[config.mk]
export PLATFORM = sky130hd
export DESIGN_NAME = mem_arbiter
export DESIGN_NICKNAME = d
export VERILOG_FILES = /design/src/rtl/mem_pkg.sv /design/src/rtl/ld_extend.sv /design/src/rtl/mem_arbiter.sv
export SDC_FILE = /design/constraint.sdc
export NUM_CORES = 1
export LEC_CHECK = 0
export ABC_CLOCK_PERIOD_IN_PS = 4350
export CORE_MARGIN = 2
export CORE_UTILIZATION = 51
export DETAILED_ROUTE_END_ITERATION = 10
export PLACE_DENSITY = 0.81
export SLEW_MARGIN = 30
export SYNTH_ARGS = -nofsm -noshare
export SYNTH_HDL_FRONTEND = slang
export SYNTH_HIERARCHICAL = 1
export SYNTH_SLANG_ARGS = --single-unit
[constraint.sdc]
create_clock -name clk -period 4.35 [get_ports clk]
set_input_delay 0.87 -clock clk [delete_from_list [all_inputs] [get_ports clk]]
set_output_delay 0.87 -clock clk [all_outputs]
set_load 0.02 [all_outputs]
[src/rtl/mem_pkg.sv]
// mem_pkg: shared encodings and helpers for the byte-wide memory port arbiter
package mem_pkg;
    localparam logic [1:0] SZ_BYTE = 2'd0;
    localparam logic [1:0] SZ_HALF = 2'd1;
    localparam logic [1:0] SZ_WORD = 2'd2;
    localparam logic [1:0] IO_REGION = 2'b11;

    typedef enum logic [1:0] {IDLE, IF_RD, LS_RD, LS_WR} state_t;

    function automatic logic is_io(input logic [31:0] a, input int hi);
        return 2'(a >> (hi - 1)) == IO_REGION;
    endfunction

    function automatic logic [2:0] size_bytes(input logic [1:0] sz);
        return sz == SZ_BYTE ? 3'd1 : sz == SZ_HALF ? 3'd2 : 3'd4;
    endfunction
endpackage

[src/rtl/ld_extend.sv]
// ld_extend: zero/sign extension of byte and half loads, words pass through
module ld_extend import mem_pkg::*; (
    input  logic [1:0]  size,
    input  logic        sgn,
    input  logic [31:0] raw,
    output logic [31:0] ext
);
    assign ext = size == SZ_BYTE ? {{24{sgn & raw[7]}}, raw[7:0]} :
                 size == SZ_HALF ? {{16{sgn & raw[15]}}, raw[15:0]} : raw;
endmodule

[src/rtl/mem_arbiter.sv]
// mem_arbiter: shares the byte-wide RAM/IO port between icache fetches and LSB loads/stores
module mem_arbiter import mem_pkg::*; #(
    parameter int ADDR_W     = 32,
    parameter int IO_MASK_HI = 17
) (
    input  logic              clk,
    input  logic              rst,
    input  logic              rdy,
    input  logic              flush,
    input  logic [7:0]        mem_din,
    output logic [7:0]        mem_dout,
    output logic [ADDR_W-1:0] mem_a,
    output logic              mem_wr,
    input  logic              io_buffer_full,
    input  logic              if_req,
    input  logic [ADDR_W-1:0] if_addr,
    output logic              if_done,
    output logic [31:0]       if_data,
    input  logic              ls_req,
    input  logic              ls_wr,
    input  logic [1:0]        ls_size,
    input  logic              ls_signed,
    input  logic [ADDR_W-1:0] ls_addr,
    input  logic [31:0]       ls_wdata,
    output logic              ls_done,
    output logic [31:0]       ls_rdata
);
    state_t state_q, state_d;
    logic [2:0] cnt_q, cnt_d, n_q, n_d, k;
    logic [1:0] j, size_q, size_d;
    logic [ADDR_W-1:0] addr_q, addr_d, mem_a_q, mem_a_d;
    logic [31:0] wdata_q, wdata_d, rbuf_q, rbuf_d, if_data_q, if_data_d, ls_rdata_q, ls_rdata_d;
    logic [31:0] cap, ext;
    logic [7:0] mem_dout_q, mem_dout_d;
    logic sgn_q, sgn_d, mem_wr_q, mem_wr_d, if_done_q, if_done_d, ls_done_q, ls_done_d, stall;

    // k is the index of the edge about to happen; j is the byte slot that edge captures
    assign k = cnt_q + 3'd1;
    assign j = 2'(cnt_q - 3'd1);
    assign stall = state_q == LS_WR && is_io(32'(mem_a_q), IO_MASK_HI) && io_buffer_full;

    ld_extend u_ext (.size(size_q), .sgn(sgn_q), .raw(cap), .ext(ext));

    // read buffer with the byte arriving this cycle merged in
    always_comb begin
        cap = rbuf_q;
        if (cnt_q != 3'd0) cap[8*j +: 8] = mem_din;
    end

    // arbitration and byte sequencing for fetch, load and store
    always_comb begin
        state_d    = state_q;
        cnt_d      = cnt_q;
        n_d        = n_q;
        addr_d     = addr_q;
        wdata_d    = wdata_q;
        size_d     = size_q;
        sgn_d      = sgn_q;
        rbuf_d     = rbuf_q;
        mem_a_d    = mem_a_q;
        mem_dout_d = mem_dout_q;
        mem_wr_d   = mem_wr_q;
        if_done_d  = 1'b0;
        ls_done_d  = 1'b0;
        if_data_d  = if_data_q;
        ls_rdata_d = ls_rdata_q;
        case (state_q)
            IDLE: if (!if_done_q && !ls_done_q && !flush && (ls_req || if_req)) begin
                addr_d     = ls_req ? ls_addr : if_addr;
                n_d        = ls_req ? size_bytes(ls_size) : 3'd4;
                wdata_d    = ls_wdata;
                size_d     = ls_size;
                sgn_d      = ls_signed;
                mem_a_d    = addr_d;
                cnt_d      = '0;
                rbuf_d     = '0;
                mem_wr_d   = ls_req && ls_wr;
                mem_dout_d = ls_req && ls_wr ? ls_wdata[7:0] : mem_dout_q;
                state_d    = !ls_req ? IF_RD : ls_wr ? LS_WR : LS_RD;
            end
            IF_RD, LS_RD: if (flush) begin
                state_d = IDLE;
                mem_a_d = '0;
                cnt_d   = '0;
            end else begin
                rbuf_d = cap;
                if (k < n_q) mem_a_d = addr_q + ADDR_W'(k);
                if (cnt_q == n_q) begin
                    state_d    = IDLE;
                    mem_a_d    = '0;
                    cnt_d      = '0;
                    if_done_d  = state_q == IF_RD;
                    ls_done_d  = state_q == LS_RD;
                    if_data_d  = state_q == IF_RD ? cap : if_data_q;
                    ls_rdata_d = state_q == LS_RD ? ext : ls_rdata_q;
                end else begin
                    cnt_d = k;
                end
            end
            LS_WR: if (!stall) begin
                if (k < n_q) begin
                    mem_a_d    = addr_q + ADDR_W'(k);
                    mem_dout_d = wdata_q[8*k[1:0] +: 8];
                    cnt_d      = k;
                end else begin
                    state_d   = IDLE;
                    mem_wr_d  = 1'b0;
                    mem_a_d   = '0;
                    cnt_d     = '0;
                    ls_done_d = 1'b1;
                end
            end
            default: ;
        endcase
    end

    // state register; rdy low freezes everything including pending done pulses
    always_ff @(posedge clk) begin
        if (rst) begin
            state_q    <= IDLE;
            cnt_q      <= '0;
            n_q        <= '0;
            addr_q     <= '0;
            wdata_q    <= '0;
            size_q     <= '0;
            sgn_q      <= 1'b0;
            rbuf_q     <= '0;
            mem_a_q    <= '0;
            mem_dout_q <= '0;
            mem_wr_q   <= 1'b0;
            if_done_q  <= 1'b0;
            ls_done_q  <= 1'b0;
            if_data_q  <= '0;
            ls_rdata_q <= '0;
        end else if (rdy) begin
            state_q    <= state_d;
            cnt_q      <= cnt_d;
            n_q        <= n_d;
            addr_q     <= addr_d;
            wdata_q    <= wdata_d;
            size_q     <= size_d;
            sgn_q      <= sgn_d;
            rbuf_q     <= rbuf_d;
            mem_a_q    <= mem_a_d;
            mem_dout_q <= mem_dout_d;
            mem_wr_q   <= mem_wr_d;
            if_done_q  <= if_done_d;
            ls_done_q  <= ls_done_d;
            if_data_q  <= if_data_d;
            ls_rdata_q <= ls_rdata_d;
        end
    end

    assign mem_a    = mem_a_q;
    assign mem_dout = mem_dout_q;
    assign mem_wr   = mem_wr_q && !stall;
    assign if_done  = if_done_q;
    assign if_data  = if_data_q;
    assign ls_done  = ls_done_q;
    assign ls_rdata = ls_rdata_q;
endmodule

==> flow_summary.ini <==
[timing]
timing.slew.headroom_pct = 37.6
finalWorstSetupSlack_ps = 1100
final_hold_viol_count = 0
worst_pin_slew_ps = 928
max_freq_ghz = 0.308
worst_clock_skew_ps = 12.0
grt_setup_unrepaired = false
setup_tns_ps = 0
finalCritPeriodShare_pct = 74.6
finalCriticalPeriod_ps = 3250
setup_viol = 0
slew_violations = 0

[detailed_routing]
avgRoutedWirePerCell_um = 16.8
dr_total_vias = 9679
drt-met1-wl_um = 12200
via_per_inst = 5.70
ant_nets = 0
wl_met3_um = 2270
first_pass_iters = 5
wl_um = 28600
top_layer_used = met4
met2WireLength_um = 13300
drc = 0
first_iter_violations = 749

[synthesis]
syn_nets = 1392
yosysSeqAreaShare_pct = 41.3
ys_seq_elements = 214
synth_edf_count = 0
synth_area_leaders = dfxtp_1 (41%), nand2_1 (7.9%), mux2i_1 (6.8%)
post-synth-top-count-cell = nand2_1
ys.flop_type = dfxtp_1
syn_area_um2 = 10400
ys_types = 70
synthArstFlopShare_pct = 0
yosys.area.top_type = dfxtp_1
yosys_warnings = 6
synthTopCellsByCount = nand2_1 (218), dfxtp_1 (214), nor2_1 (143)
avgSynthCellArea_um2 = 8.24
postSynthCellCount = 1259
synth_top_area_share_pct = 41.3

[clock_tree]
ctsResizeCount = 0
clock_latency_ps = 510
postCtsSetupBuffers = 0
cts.sinks = 214
path_clk_slew_ps = 60
hold_buffers = 0
cts-root-buf = clkbuf_16
cts_buffer_depth = 3
cts_tree = yes
htree_levels = 1
cts_made_buffers = 22

[power]
swShare_pct = 25.6
switching_power_mw = 1.21
seq_power_share_pct = 44.5
combinationalPowerShare_pct = 13.9
pwr-share-clk_pct = 41.5
power_mw = 4.74
intPower_mw = 3.52
p_per_area_nw_per_um2 = 355
p_leak_nw = 4.65
vdd_ir_drop_max_mv = 0.263

[worst_hold_path]
min_from = rbuf_q[22]
hold_class = register to register

[global_route]
grt_pass1_vias = 9171
grt_start_max_net_pins = 118
grt.overflow.total = 0
grt_first_pass_wirelength_um = 46500
grtUsageTotal_pct = 26.0
antenna_found_initial = 1

[setup_path]
startpoint_type = primary input
end_kind = primary output
worst-path-max-fanout = 3
cp.arrival_ps = 2380
crit_type = primary input to primary output
r2r_start = cnt_q[0]
crit_start = io_buffer_full
cp.required_ps = 3480

[floorplanning]
fp.dieH_um = 147
dieArea_um2 = 21500
io-pin-count = 222
initial_utilization_pct = 51.6
rows = 52
fp.coreArea_um2 = 20100
die_w_um = 147

[finish]
areaGrowthSynthToFinish_pct = 28.6
n_fill_cell = 1626
finalNetCount = 1546
drive_above_1_share_pct = 6.52

[placed_design]
dp_slack_ps = 1150
gp_congestion = 0.876
dp_hpwl_um = 19800
port_buffers = 221

[run_status]
outcome = finished clean

[job]
drv_cap = 0
## layer usage
metal	up-vias	GRT usage [%]
met5	-	0
met4	0	8.25
met3	48	4.56
met2	386	43.1
met1	4505	34.7
li1	4740	-
## final cells by class
cell class	count	area [µm²]	share of cell area (%)
Clock inverter	9	124	0.928
Multi-Input combinational cell	916	5540	41.5
Sequential cell	214	4280	32.1
Tap cell	270	338	2.53
Clock buffer	29	628	4.71
Antenna cell	1	2.50	0.0187
Inverter	19	71.3	0.534
Timing Repair Buffer	240	2360	17.7
## power by group through the flow
stage	Sequential, mW	Clock [mW]	Combinational, mW
4_1_cts	2.11	1.99	0.659
3_3_place_gp	2.15	0	0.643
2_1_floorplan	2.17	0	0.347
6_report	2.11	1.97	0.659
5_1_grt	2.12	2.08	0.720
3_5_place_dp	2.15	0	0.652
## sequential cells by signal, indices dropped and copies added (netlist names), 2 cells and up
register  flops
addr_q       32
mem_a        32
cnt_q         3
rbuf_q       32
n_q           3
state_q       2
size_q        2
if_data      32
wdata_q      32
ls_rdata     32
mem_dout      8
## cell usage in the layout, fill, tap and decap left out, types with 6 or more instances in the layout
master and instances:
clkdlybuf4s50_1 219, nand2_1 218, dfxtp_1 214, nor2_1 143
a21oi_1 136, mux2i_1 70, a211oi_1 63, nand3_1 51
a22o_1 32, o21ai_0 24, clkbuf_16 23, inv_1 19
buf_4 18, ha_1 17, xor2_1 12, nand4_1 12
nor4_1 11, nor3_1 11, mux4_2 8, o31a_1 6
o21ai_1 6
## worst paths after layout
path | endpoint | slack, ps | cells past startpoint
worst min-delay path | rbuf_q[22] | 450 | 2
worst min register to register | rbuf_q[22] | 450 | 2
worst max register to register | mem_a[30] | 1110 | 9
worst max-delay path | mem_wr | 1100 | 4
## per-stage QoR
step                std cells  hold slack, ps  area (µm²)  util [%]
finish                   1698             451       13300      66.4
global placement         1659             438       12600      62.6
CTS                      1697             452       13300      66.4
detailed placement       1659             443       12600      62.6
floorplan                1259             432       10400         -
global route             1698             469       13300      66.4
## critical path, cell delays in order
cell and delay, ps:
clkdlybuf4s50_1 490, nand4_1 220, and2_1 250, clkdlybuf4s50_1 540
## cell families after synthesis
family	Yosys count	synth area share [%]
multiplexers	84	9.25
AND/OR/NAND/NOR	489	21.0
XOR/XNOR	17	1.43
adder cells (fa/ha/maj)	18	2.24
AO/OA/AOI/OAI	308	19.3
buffers and inverters	129	5.51
flip-flops	214	41.3
No activity file was read; power rests on OpenSTA's default activity.
